==> src/rtl/stopwatch_bcd_pkg.sv <==
// Shared types and digit limits for the MM:SS:CC BCD stopwatch.
package stopwatch_bcd_pkg;

  typedef enum logic [1:0] {
    ST_IDLE  = 2'd0,
    ST_RUN   = 2'd1,
    ST_PAUSE = 2'd2
  } state_t;

  localparam int         DIGIT_W    = 4;
  localparam int         NUM_DIGITS = 6;
  localparam logic [3:0] CC_MAX     = 4'd9;
  localparam logic [3:0] TENS_MAX   = 4'd5;

  // Saturating compare also folds any out-of-range code back to zero.
  function automatic logic [DIGIT_W-1:0] bcd_inc(input logic [DIGIT_W-1:0] q,
                                                 input logic [DIGIT_W-1:0] max);
    if (q >= max) begin
      return 4'd0;
    end else begin
      return q + 4'd1;
    end
  endfunction

  // Digit order is cc_lo, cc_hi, ss_lo, ss_hi, mm_lo, mm_hi; only the tens of seconds/minutes stop at 5.
  function automatic logic [DIGIT_W-1:0] digit_max(input int idx);
    return ((idx == 3) || (idx == 5)) ? TENS_MAX : CC_MAX;
  endfunction

endpackage

==> src/rtl/stopwatch_bcd_digit.sv <==
// One BCD digit of the stopwatch; digits are chained carry -> inc.
module stopwatch_bcd_digit
  import stopwatch_bcd_pkg::*;
#(
  parameter logic [DIGIT_W-1:0] MAX = CC_MAX
) (
  input  logic               clk,
  input  logic               rst,
  input  logic               inc,
  input  logic               clr,
  output logic [DIGIT_W-1:0] q_nxt,
  output logic               carry
);

  logic [DIGIT_W-1:0] q_r;

  // Next digit value and ripple carry, resolved in the same cycle.
  always_comb begin
    q_nxt = q_r;
    if (clr) begin
      q_nxt = 4'd0;
    end else if (inc) begin
      q_nxt = bcd_inc(q_r, MAX);
    end else begin
      q_nxt = q_r;
    end
    carry = inc && (q_r == MAX);
  end

  // Digit register.
  always_ff @(posedge clk) begin
    if (rst) begin
      q_r <= 4'd0;
    end else begin
      q_r <= q_nxt;
    end
  end

endmodule

==> src/rtl/stopwatch_bcd.sv <==
// Six-digit BCD stopwatch (MM:SS:CC) with start/stop, clear and lap freeze.
// Every output is a register loaded from next-state values, so outputs follow the causing edge.
module stopwatch_bcd
  import stopwatch_bcd_pkg::*;
#(
  parameter int TICK_DIV = 1_000_000
) (
  input  logic       clk,
  input  logic       rst,
  input  logic       start_stop,
  input  logic       clear,
  input  logic       lap,
  output logic [3:0] hex0,
  output logic [3:0] hex1,
  output logic [3:0] hex2,
  output logic [3:0] hex3,
  output logic [3:0] hex4,
  output logic [3:0] hex5,
  output logic       running,
  output logic       lap_active,
  output logic       overflow
);

  localparam int              PS_W    = (TICK_DIV > 1) ? $clog2(TICK_DIV) : 1;
  localparam logic [PS_W-1:0] PS_LAST = PS_W'(TICK_DIV - 1);

  state_t            state_r, state_nxt_s;
  logic [PS_W-1:0]   ps_r, ps_nxt_s;
  logic              run_s, tick_s, clear_act_s, lap_act_s, running_nxt_s;
  logic [5:0]        inc_s, carry_s;
  logic [23:0]       live_nxt_s, snap_r, snap_nxt_s, hex_r;
  logic              lap_r, lap_nxt_s, ov_r, ov_nxt_s, running_r;

  // FSM state register.
  always_ff @(posedge clk) begin
    if (rst) begin
      state_r <= ST_IDLE;
    end else begin
      state_r <= state_nxt_s;
    end
  end

  // FSM next state; outside RUN a clear beats a simultaneous start_stop.
  always_comb begin
    state_nxt_s = ST_IDLE;
    case (state_r)
      ST_IDLE: begin
        if (clear) state_nxt_s = ST_IDLE;
        else if (start_stop) state_nxt_s = ST_RUN;
        else state_nxt_s = ST_IDLE;
      end
      ST_RUN: begin
        if (start_stop) state_nxt_s = ST_PAUSE;
        else state_nxt_s = ST_RUN;
      end
      ST_PAUSE: begin
        if (clear) state_nxt_s = ST_IDLE;
        else if (start_stop) state_nxt_s = ST_RUN;
        else state_nxt_s = ST_PAUSE;
      end
      default: state_nxt_s = ST_IDLE;
    endcase
  end

  // FSM-derived control strobes.
  always_comb begin
    run_s         = (state_r == ST_RUN);
    clear_act_s   = clear && ((state_r == ST_IDLE) || (state_r == ST_PAUSE));
    lap_act_s     = lap && run_s;
    tick_s        = run_s && (ps_r == PS_LAST);
    running_nxt_s = (state_nxt_s == ST_RUN);
  end

  // Prescaler holds its phase while paused so a resume keeps the sub-tick position.
  always_comb begin
    ps_nxt_s = ps_r;
    if (clear_act_s) begin
      ps_nxt_s = {PS_W{1'b0}};
    end else if (run_s) begin
      ps_nxt_s = tick_s ? {PS_W{1'b0}} : ps_r + PS_W'(1);
    end else begin
      ps_nxt_s = ps_r;
    end
  end

  assign inc_s = {carry_s[4:0], tick_s};

  for (genvar i = 0; i < NUM_DIGITS; i++) begin : g_dig
    stopwatch_bcd_digit #(
      .MAX (digit_max(i))
    ) u_dig (
      .clk   (clk),
      .rst   (rst),
      .inc   (inc_s[i]),
      .clr   (clear_act_s),
      .q_nxt (live_nxt_s[DIGIT_W*i +: DIGIT_W]),
      .carry (carry_s[i])
    );
  end

  // Lap snapshot, overflow flag and display selection.
  always_comb begin
    snap_nxt_s = snap_r;
    lap_nxt_s  = lap_r;
    ov_nxt_s   = ov_r;
    if (clear_act_s) begin
      lap_nxt_s = 1'b0;
      ov_nxt_s  = 1'b0;
    end else begin
      if (carry_s[5]) ov_nxt_s = 1'b1;
      else ov_nxt_s = ov_r;
      if (lap_act_s && lap_r) begin
        lap_nxt_s = 1'b0;
      end else if (lap_act_s) begin
        lap_nxt_s  = 1'b1;
        snap_nxt_s = live_nxt_s;
      end else begin
        lap_nxt_s = lap_r;
      end
    end
  end

  // Datapath and output registers.
  always_ff @(posedge clk) begin
    if (rst) begin
      ps_r      <= {PS_W{1'b0}};
      snap_r    <= 24'd0;
      lap_r     <= 1'b0;
      ov_r      <= 1'b0;
      hex_r     <= 24'd0;
      running_r <= 1'b0;
    end else begin
      ps_r      <= ps_nxt_s;
      snap_r    <= snap_nxt_s;
      lap_r     <= lap_nxt_s;
      ov_r      <= ov_nxt_s;
      hex_r     <= lap_nxt_s ? snap_nxt_s : live_nxt_s;
      running_r <= running_nxt_s;
    end
  end

  assign hex0       = hex_r[3:0];
  assign hex1       = hex_r[7:4];
  assign hex2       = hex_r[11:8];
  assign hex3       = hex_r[15:12];
  assign hex4       = hex_r[19:16];
  assign hex5       = hex_r[23:20];
  assign running    = running_r;
  assign lap_active = lap_r;
  assign overflow   = ov_r;

endmodule

==> config.mk <==
export PLATFORM = sky130hd
export DESIGN_NAME = stopwatch_bcd
export DESIGN_NICKNAME = d
export VERILOG_FILES = /design/src/rtl/stopwatch_bcd_pkg.sv /design/src/rtl/stopwatch_bcd_digit.sv /design/src/rtl/stopwatch_bcd.sv
export SDC_FILE = /design/constraint.sdc
export NUM_CORES = 1
export LEC_CHECK = 0
export CORE_MARGIN = 8
export CORE_UTILIZATION = 58
export DETAILED_ROUTE_END_ITERATION = 8
export PLACE_DENSITY = 0.84
export SETUP_SLACK_MARGIN = 0.1
export SLEW_MARGIN = 20
export SYNTH_ARGS = -nofsm -noshare
export SYNTH_HDL_FRONTEND = slang
export SYNTH_SLANG_ARGS = --single-unit
==> constraint.sdc <==
create_clock -name clk -period 3.5 [get_ports clk]
set_input_delay 1.05 -clock clk [delete_from_list [all_inputs] [get_ports clk]]
set_output_delay 1.05 -clock clk [all_outputs]
set_load 0.005 [all_outputs]
==> flow_summary.yaml, run 1 <==
synth:
  synth-async-reset-ratio_pct: 0
  number_of_enable_flip_flop_cells_after_synthesis: 0
  ys_seq_elements: 97
  synth.avg_cell_area_um2: 8.863
  ys.flop_type: "dfxtp_1"
  ys.warnings.count: 0
  postSynthNetCount: 515
  syn-instance-count: 490
  post_synth_instance_area_um2: 4343
  synth_seq_area_share_pct: 44.71
  netlist-cell-type-count: 56
status:
  run_status: "finished, final reports clean"
routing:
  1st_pass_router_iterations: 4
  route.detailed.drc: 0
  detail-route-antenna-nets: 0
  detail_route.wirelength_mm: 9.500
  route.detailed.vias_per_inst: 5.933
  routedWlPerCell_um: 15.42
  num_vias: 3655
  dr.first_iter.drc_count: 214
power_and_ir_drop:
  net-switching-power_uw: 434.5
  power.share.switching_pct: 21.87
  sequential_group_share_of_total_power_pct: 56.8
  p_int_uw: 1552
  combinationalPowerShare_pct: 5.1
  clkPwrFrac_pct: 38.1
  power_per_cell_area_nw_per_um2: 400.6
  peakVddDrop_mv: 0.2568
  power_leakage_uw: 0.001645
clocking:
  clkLatencyLatePin_ps: 360
  worst_setup_hold_path_clk_slew_ps: 90
  post_cts_resized: 0
  post_cts_hold_buffer_count: 0
  number_of_cts_inserted_buffers: 9
  postCtsSetupBuffers: 0
  cts_root_buf: "clkbuf_8"
  cts.sinks: 97
  cts_tree: "done"
  htreeDepth: 3
  max-clock-path-buffers: 2
floorplan:
  ioPinCount: 32
  fp.dieW_um: 102.5
  initial_core_util_pct: 59.88
  die_area_um2: 10510
  floorplan.rows: 31
  coreArea_um2: 7253
  fp.dieH_um: 102.5
timing:
  worst_pin_slew_ps: 617.1
  hold_viol: 0
  fin_tns_setup_ps: 0
  fin_crit_sh_pct: 80.01
  fin_skew_ps: 8.523
  finalWorstPathRequiredPeriod_ps: 2800
  postLayoutSetupSlackWorst_ps: 699.7
  final_max_slew_viol_count: 0
  setup_viol_count_final: 0
  maxClockFrequency_mhz: 357.1
  rsz_0062_raised_after_global_routing: "no"
  max_slew_margin_pct: 58.76
run:
  cap_viol_max_count: 0
place:
  gp_congestion: 0.8655
  worst_setup_slack_post_dpl_ps: 470.1
  half_perimeter_wire_length_of_the_detailed_placement_result_mm: 6.478
  io_buffer_count: 31
cells_and_area:
  fin_nets: 539
  multiInputGateArea_um2: 2243
  share_of_final_layout_standard_cells_stronger_than_drive_strength_1_pct: 5.416
  layout.area.seq_um2: 1942
  antennaDiodeCount: 0
  num-fill-cells: 587
  area_overhead_vs_synth_pct: 14.17
  final_common_cell: "dfxtp_1"
  layout.cells.most_common_list: "dfxtp_1 (97), nor2_1 (79), a21oi_1 (32)"
worst_setup_path:
  cp_num_buf_inv: 0
  worstReg2RegStart: "ps_r[11]"
  cp_cell_sequence: "or4b_4 > or4_1 > nor4_4 > mux2_2 > a211oi_1"
  worstPathMaxFanout: 8
  setup_crit_start: "ps_r[11]"
  critical_path_depth_in_cells: 5
  critical_path_destination: "snap_r[13]"
  timing.critical_path.slowest_cell_delay_ps: 740
  r2r-end: "snap_r[13]"
  timing.critical_path.to_type: "flop"
  cpMaxStageDelayCell: "or4_1"
  reg2reg_setup_slack_ps: 700
  crit_family: "simple AND/OR/NAND/NOR gates"
  worst_ep_required_time_ps: 3780
  reg2regPathDepth: 5
  launching_element_type_of_the_critical_path: "flop"
  worstPathArrival_ps: 3080
  critical_path_class: "reg -> reg"
hold_path:
  hp-class: "reg -> reg"
  min-delay-start: "overflow"
global_route:
  grt_max_degree: 48
  grt_antenna_before_repair: 0
  groute.usage.overall_pct: 19.38
  gr-total-overflow: 0
  grt_pass1_wl_mm: 16.22
  first_global_vias: 3483
## how the worst min path moves through the flow
stage | end | cells past startpoint
floorplan | hex_r[7] | 2
global placement | overflow | 1
detailed placement | overflow | 1
CTS | overflow | 1
global route | hex_r[7] | 2
finish | overflow | 1
## logic make-up after synthesis
kind of cell	share of synthesized area, %
DFF	44.71
AOI/OAI and AO/OA	15.64
and+or+nand+nor	24.09
adders and majority gates	5.762
buffers and inverters	3.976
xor gates and xnor gates	3.630
muxes	2.190
## power by group through the flow
stage | logic, uW | registers (uW) | clock network, uW
6_report | 101 | 1130 | 758
4_1_cts | 100 | 1130 | 767
2_1_floorplan | 59.4 | 1150 | 0
5_1_grt | 111 | 1130 | 814
3_3_place_gp | 96.5 | 1150 | 0
3_5_place_dp | 99.7 | 1150 | 0
## area by class of cell
type                    instances  area share, %
clock buffers                  10          2.574
inverters                      21          1.590
repair buffers                 36          7.520
multi-input cells             349          45.24
flip-flops and latches         97          39.16
well taps                      99          2.498
clock inverters                 4          1.413
## state kept, by name, indices dropped and copies added, names as in the netlist
name and count:
snap_r 24, g_dig.u_dig.q_r 24, overflow 1, lap_active 1, hex_r 24, running 1
ps_r 20, state_r 2
## Yosys cell counts (5+ instances only)
| cell | instances | share of area, % |
|---|---|---|
| nor2_1 | 79 | 6.8 |
| nand2_1 | 23 | 2.0 |
| nand4_1 | 11 | 1.6 |
| xnor2_1 | 6 | 1.2 |
| nand3_1 | 14 | 1.6 |
| clkbuf_1 | 20 | 1.7 |
| nand2b_1 | 9 | 1.3 |
| ha_1 | 20 | 5.8 |
| dfxtp_1 | 97 | 45 |
| o22ai_1 | 5 | 0.72 |
| nor4_1 | 11 | 1.6 |
| o21ai_0 | 18 | 2.1 |
| a21oi_1 | 32 | 3.7 |
| a211oi_1 | 21 | 3.6 |
| xor2_1 | 12 | 2.4 |
| mux2i_1 | 5 | 1.2 |
| and2_1 | 7 | 1.0 |
| inv_1 | 21 | 1.8 |
| nor3_1 | 9 | 1.0 |
## worst register-to-register path, delay by kind of cell (launching register included)
family | cells | cell delay, ps
muxes | 1 | 410
DFF | 1 | 340
and+or+nand+nor | 3 | 1730
AOI/OAI and AO/OA | 1 | 230
## per-stage QoR
stage / hold WS, ps / total power (uW) / util (%) / cells / cell area, um2
finish: 468.0 / 1987 / 68.36 / 616 / 4959
global route: 486.6 / 2056 / 68.36 / 616 / 4959
CTS: 472.6 / 1996 / 68.36 / 616 / 4959
detailed placement: 451.9 / 1254 / 65.64 / 602 / 4761
global placement: 446.6 / 1250 / 65.64 / 602 / 4761
floorplan: 432.4 / 1212 / - / 490 / 4343
## layer usage
metal  share of wire, %  track usage, %
met2                 45           30.67
met1                 47           25.08
met4                2.0           9.142
met5                  0               0
met3                5.6           3.376
(Power assumes the default switching activity.)
==> inputs of run 2 (changes only) <==
- clock period: 3.5 -> 2.6 ns (I/O delays scaled with it)
==> run 2 against run 1 <==
Net effect:
- setup slack got worse by 590 ps
- non-clock buffer count increased by 32
- clock skew increased by 2.8 ps
- via count increased by 4.8%
- sequential cell count unchanged
- utilization increased by 5.0 points
- routed wire length increased by 10%
- clock power increased by 29%
- count of clock-buffer cells in the layout increased by 2
- sequential power increased by 35%
- design area increased by 7.3%
- largest cell class unchanged
==> flow_summary.yaml, run 2 (synthesis results as in run 1) <==
timing:
  rsz_0062_raised_after_global_routing: "yes"
  hold_viol: 0
  final_max_slew_viol_count: 0
  finalWorstPathRequiredPeriod_ps: 2489
  postLayoutSetupSlackWorst_ps: 110.9
  setup_viol_count_final: 0
  worst_pin_slew_ps: 634.3
  max_slew_margin_pct: 57.33
  fin_skew_ps: 11.35
  fin_crit_sh_pct: 95.73
  maxClockFrequency_mhz: 401.8
  fin_hold_ws_ps: 474.2
cells_and_area:
  area_overhead_vs_synth_pct: 22.53
  biggestRegsByFlops: "g_dig.u_dig.q_r: 24 flops, hex_r: 24 flops, snap_r: 24 flops"
  share_of_final_layout_standard_cells_stronger_than_drive_strength_1_pct: 13.25
  final_core_utilization_pct: 73.37
  layout.cells.most_common_list: "dfxtp_1 (96), nor2_1 (79), clkdlybuf4s50_1 (31)"
  fin_nets: 571
  final_common_cell: "dfxtp_1"
  antennaDiodeCount: 0
global_route:
  groute.usage.overall_pct: 20.92
  grt_antenna_before_repair: 0
  grt_pass1_wl_mm: 17.40
  first_global_vias: 3648
  gr-total-overflow: 0
  grt_max_degree: 34
clocking:
  clkLatencyLatePin_ps: 360
  cts_root_buf: "clkbuf_8"
  max-clock-path-buffers: 2
  cts_tree: "done"
  worst_setup_hold_path_clk_slew_ps: 90
  number_of_cts_inserted_buffers: 9
  post_cts_hold_buffer_count: 0
  htreeDepth: 3
  cts.sinks: 97
power_and_ir_drop:
  power_per_cell_area_nw_per_um2: 499.7
  power.share.switching_pct: 22.72
  power_leakage_uw: 0.001837
  peakVddDrop_mv: 0.3045
  clkPwrFrac_pct: 36.8
  net-switching-power_uw: 604.1
  p_int_uw: 2055
  design_power_total_uw: 2659
  combinationalPowerShare_pct: 6.0
  sequential_group_share_of_total_power_pct: 57.1
place:
  worst_setup_slack_post_dpl_ps: -34.62
  io_buffer_count: 31
  half_perimeter_wire_length_of_the_detailed_placement_result_mm: 7.164
  gp_congestion: 0.8518
run:
  cap_viol_max_count: 0
floorplan:
  coreArea_um2: 7253
  floorplan.rows: 31
  fp.dieH_um: 102.5
  fp.dieW_um: 102.5
  initial_core_util_pct: 59.88
  ioPinCount: 32
  die_area_um2: 10510
routing:
  detail_route.wirelength_mm: 10.49
  route.detailed.drc: 0
  1st_pass_router_iterations: 4
  num_vias: 3831
  detail-route-antenna-nets: 0
  dr.first_iter.drc_count: 222
  routedWlPerCell_um: 16.14
  route.detailed.vias_per_inst: 5.894
worst_setup_path:
  worst_ep_required_time_ps: 2890
  critical_path_class: "reg -> reg"
  timing.critical_path.slowest_cell_delay_ps: 530
  worstPathArrival_ps: 2780
  cpMaxStageDelayCell: "or4b_4"
  launching_element_type_of_the_critical_path: "flop"
  cp_cell_sequence: "or4b_4 > or4_4 > nor4_4 > buf_4 > mux2_4 > a211oi_2"
  timing.critical_path.to_type: "flop"
  worstPathMaxFanout: 3
  reg2reg_setup_slack_ps: 110
hold_path:
  hp-class: "reg -> reg"
status:
  run_status: "finished, final reports clean"
[run 2: changes by cell type in the layout (fill, tap and decap cells not counted), sizes merged]
cell	change
bufinv	-1
inv	+1
clkinv	-1
buf	+32
clkbuf	+2
clkinvlp	+1
[run 2: worst max-delay path: cells and delay by family, from the launching register on]
kind	cells	cell delay [ps]
mux	1	320
flops	1	330
buf+inv	1	180
simple gates	3	1410
compound gates	1	170
[run 2: final cells by class]
type	instances	area, um2
Multi-Input combinational cell	349	2303
Sequential cell	97	1943
Fill cell	537	1932
Timing Repair Buffer	68	675.6
Clock buffer	12	145.1
Tap cell	99	123.9
Inverter	21	78.83
Clock inverter	4	51.30
[run 2: what timing repair did]
item,CTS,global route
setup buffers,2,3
pin swaps,2,5
endpoints found under the setup margin,17,18
resized for setup,6,8
[run 2: metal layers]
metal  wire [um]  vias up  track usage, %
li1            -     1859               -
met3         582       16           3.781
met1        4707     1849           25.68
met2        5002      107           34.97
met4         199        0           9.255
met5           0        -               0
[run 2: power by group through the flow]
stage | logic [uW] | registers [uW] | clock network, uW
5_1_grt | 176 | 1520 | 1040
4_1_cts | 159 | 1520 | 994
2_1_floorplan | 80.0 | 1550 | 0
3_3_place_gp | 153 | 1550 | 0
6_report | 161 | 1520 | 979
3_5_place_dp | 158 | 1550 | 0
[run 2: worst paths after layout]
| check | startpoint | to | depth (start not counted) |
|---|---|---|---|
| max | ps_r[11] | snap_r[13] | 6 |
| min reg2reg | overflow | overflow | 1 |
| min | overflow | overflow | 1 |
| max reg2reg | ps_r[11] | snap_r[13] | 6 |
[run 2: stage by stage]
| stage | instance area, um2 | setup TNS (ps) | std cells |
|---|---|---|---|
| 4_1_cts | 5263 | 0 | 647 |
| 3_3_place_gp | 5026 | 0 | 629 |
| 3_5_place_dp | 5026 | -136.0 | 629 |
| 6_report | 5321 | 0 | 650 |
| 2_1_floorplan | 4343 | 0 | 490 |
| 5_1_grt | 5321 | 0 | 650 |
==> inputs of run 3 (changes only) <==
- GPL_TIMING_DRIVEN: not set -> 0
- SLEW_MARGIN: 20 -> 30
==> run 3 against run 2 <==
Net effect:
- design area fell by 1.8%
- utilization fell by 1.3 points
- setup slack improved by 16 ps
- total power fell by 2.7%
- non-clock buffer count did not move
- worst hold slack barely moved
- die area did not move
- sequential cell count did not move
- final cell count did not move
- critical endpoint is now hex_r[10]
==> flow_summary.yaml, run 3 (synthesis results as in run 1) <==
timing:
  maxClockFrequency_mhz: 404.3
  fin_crit_sh_pct: 95.12
  setup_viol_count_final: 0
  fin_hold_ws_ps: 473.7
  max_slew_margin_pct: 54.65
  rsz_0062_raised_after_global_routing: "yes"
  finalWorstPathRequiredPeriod_ps: 2473
  hold_viol: 0
  postLayoutSetupSlackWorst_ps: 126.8
  fin_skew_ps: 7.312
  worst_pin_slew_ps: 680.3
  final_max_slew_viol_count: 0
routing:
  num_vias: 3895
  detail_route.wirelength_mm: 11.13
  dr.first_iter.drc_count: 312
  route.detailed.vias_per_inst: 5.992
  detail-route-antenna-nets: 0
  routedWlPerCell_um: 17.13
  1st_pass_router_iterations: 5
  route.detailed.drc: 0
floorplan:
  fp.dieW_um: 102.5
  fp.dieH_um: 102.5
  floorplan.rows: 31
  die_area_um2: 10510
  ioPinCount: 32
  initial_core_util_pct: 59.88
  coreArea_um2: 7253
worst_setup_path:
  critical_path_class: "in -> reg"
  worstPathArrival_ps: 2750
  worstPathMaxFanout: 10
  launching_element_type_of_the_critical_path: "input pin"
  timing.critical_path.to_type: "flop"
  reg2reg_setup_slack_ps: 130
  worst_ep_required_time_ps: 2880
hold_path:
  hp-class: "reg -> reg"
clocking:
  cts_root_buf: "clkbuf_8"
  number_of_cts_inserted_buffers: 9
  cts_tree: "done"
  clkLatencyLatePin_ps: 370
  post_cts_hold_buffer_count: 0
  htreeDepth: 3
  worst_setup_hold_path_clk_slew_ps: 90
  cts.sinks: 97
  max-clock-path-buffers: 2
power_and_ir_drop:
  peakVddDrop_mv: 0.3318
  power_per_cell_area_nw_per_um2: 495.5
  p_int_uw: 1958
  net-switching-power_uw: 630.3
  power_leakage_uw: 0.001805
  clkPwrFrac_pct: 35.6
  power.share.switching_pct: 24.35
  sequential_group_share_of_total_power_pct: 58.7
  combinationalPowerShare_pct: 5.8
place:
  placed_cells_incl_taps: 620
  half_perimeter_wire_length_of_the_detailed_placement_result_mm: 7.364
  gp_congestion: 0.8765
  io_buffer_count: 31
  worst_setup_slack_post_dpl_ps: -696.1
cells_and_area:
  final_common_cell: "dfxtp_1"
  num-fill-cells: 551
  biggestRegsByFlops: "g_dig.u_dig.q_r: 24 flops, hex_r: 24 flops, snap_r: 24 flops"
  antennaDiodeCount: 0
  instances_no_fill: 650
  share_of_final_layout_standard_cells_stronger_than_drive_strength_1_pct: 13.25
  layout.cells.most_common_list: "dfxtp_1 (94), nor2_1 (79), clkdlybuf4s50_1 (31)"
  fin_nets: 571
  area_overhead_vs_synth_pct: 20.28
global_route:
  grt_pass1_wl_mm: 17.66
  first_global_vias: 3663
  grt_util_met2_pct: 34.37
  global_route.usage.met1_pct: 26.72
  grt_max_degree: 16
  gr-total-overflow: 0
  grt_antenna_before_repair: 0
  grtUsageMet3_pct: 3.376
  groute.usage.overall_pct: 21.27
  grt_busiest_layer: "met2"
run:
  cap_viol_max_count: 0
status:
  run_status: "finished, final reports clean"
-- run 3: cell count changes in the layout (fill, tap and decap cells not counted), moves of 2 or more --
cell	delta
buf_12	-7
buf_4	-15
clkbuf_1	+9
clkbuf_2	+4
clkbuf_4	+5
clkinv_2	+2
dfxtp_1	-2
dfxtp_2	+2
nor4b_1	-2
nor4b_2	+2
-- run 3: routing by layer --
layer | wire [um] | share of wire [%]
met4 | 198 | 1.8
met5 | 0 | 0
met2 | 5295 | 48
met1 | 4766 | 43
met3 | 872 | 7.8
-- run 3: cell type report --
type | instances | area, um2 | share of cell area, %
buffer | 23 | 126.4 | 2.419
clock buffer | 11 | 151.4 | 2.898
clock inverter | 5 | 30.03 | 0.5749
inverter | 21 | 78.83 | 1.509
multi-input combinational | 349 | 2352 | 45.03
sequential | 97 | 1946 | 37.25
tap | 99 | 123.9 | 2.371
timing repair buffer | 45 | 415.4 | 7.952
-- run 3: worst paths after layout --
kind / startpoint / endpoint / cells after the start
max: lap / hex_r[10] / 8
min: snap_r[7] / hex_r[7] / 2
max reg2reg: ps_r[11] / snap_r[13] / 7
min reg2reg: snap_r[7] / hex_r[7] / 2
-- run 3: what timing repair did --
item	in CTS	in global routing
hold endpoints to repair	0	0
buffers inserted	6	8
resized for setup	26	23
setup endpoints to repair	68	64
pin swaps	4	3
cloned	0	0
-- run 3: power by group through the flow --
stage          registers (uW)  logic [uW]  clock network, uW
6_report                 1520         150                920
5_1_grt                  1520         160                990
4_1_cts                  1520         142                922
3_5_place_dp             1550         138                  0
3_3_place_gp             1550         134                  0
2_1_floorplan            1550        80.0                  0
-- run 3: critical path, stage by stage --
cell and delay (ps):
clkdlybuf4s50_1 430, and2_1 150, ha_1 210, nor4bb_4 370
nand2b_4 240, clkbuf_4 220, o21ai_0 90, a31oi_1 250
-- run 3: through the flow --
step | instance area [um2] | setup TNS, ps | power [uW] | utilization [%]
after floorplan | 4343 | 0 | 1632 | -
after global placement | 4777 | -21330 | 1686 | 65.86
after detailed placement | 4777 | -25650 | 1690 | 65.86
after CTS | 5076 | 0 | 2582 | 69.98
after global routing | 5224 | 0 | 2672 | 72.02
final | 5224 | 0 | 2588 | 72.02
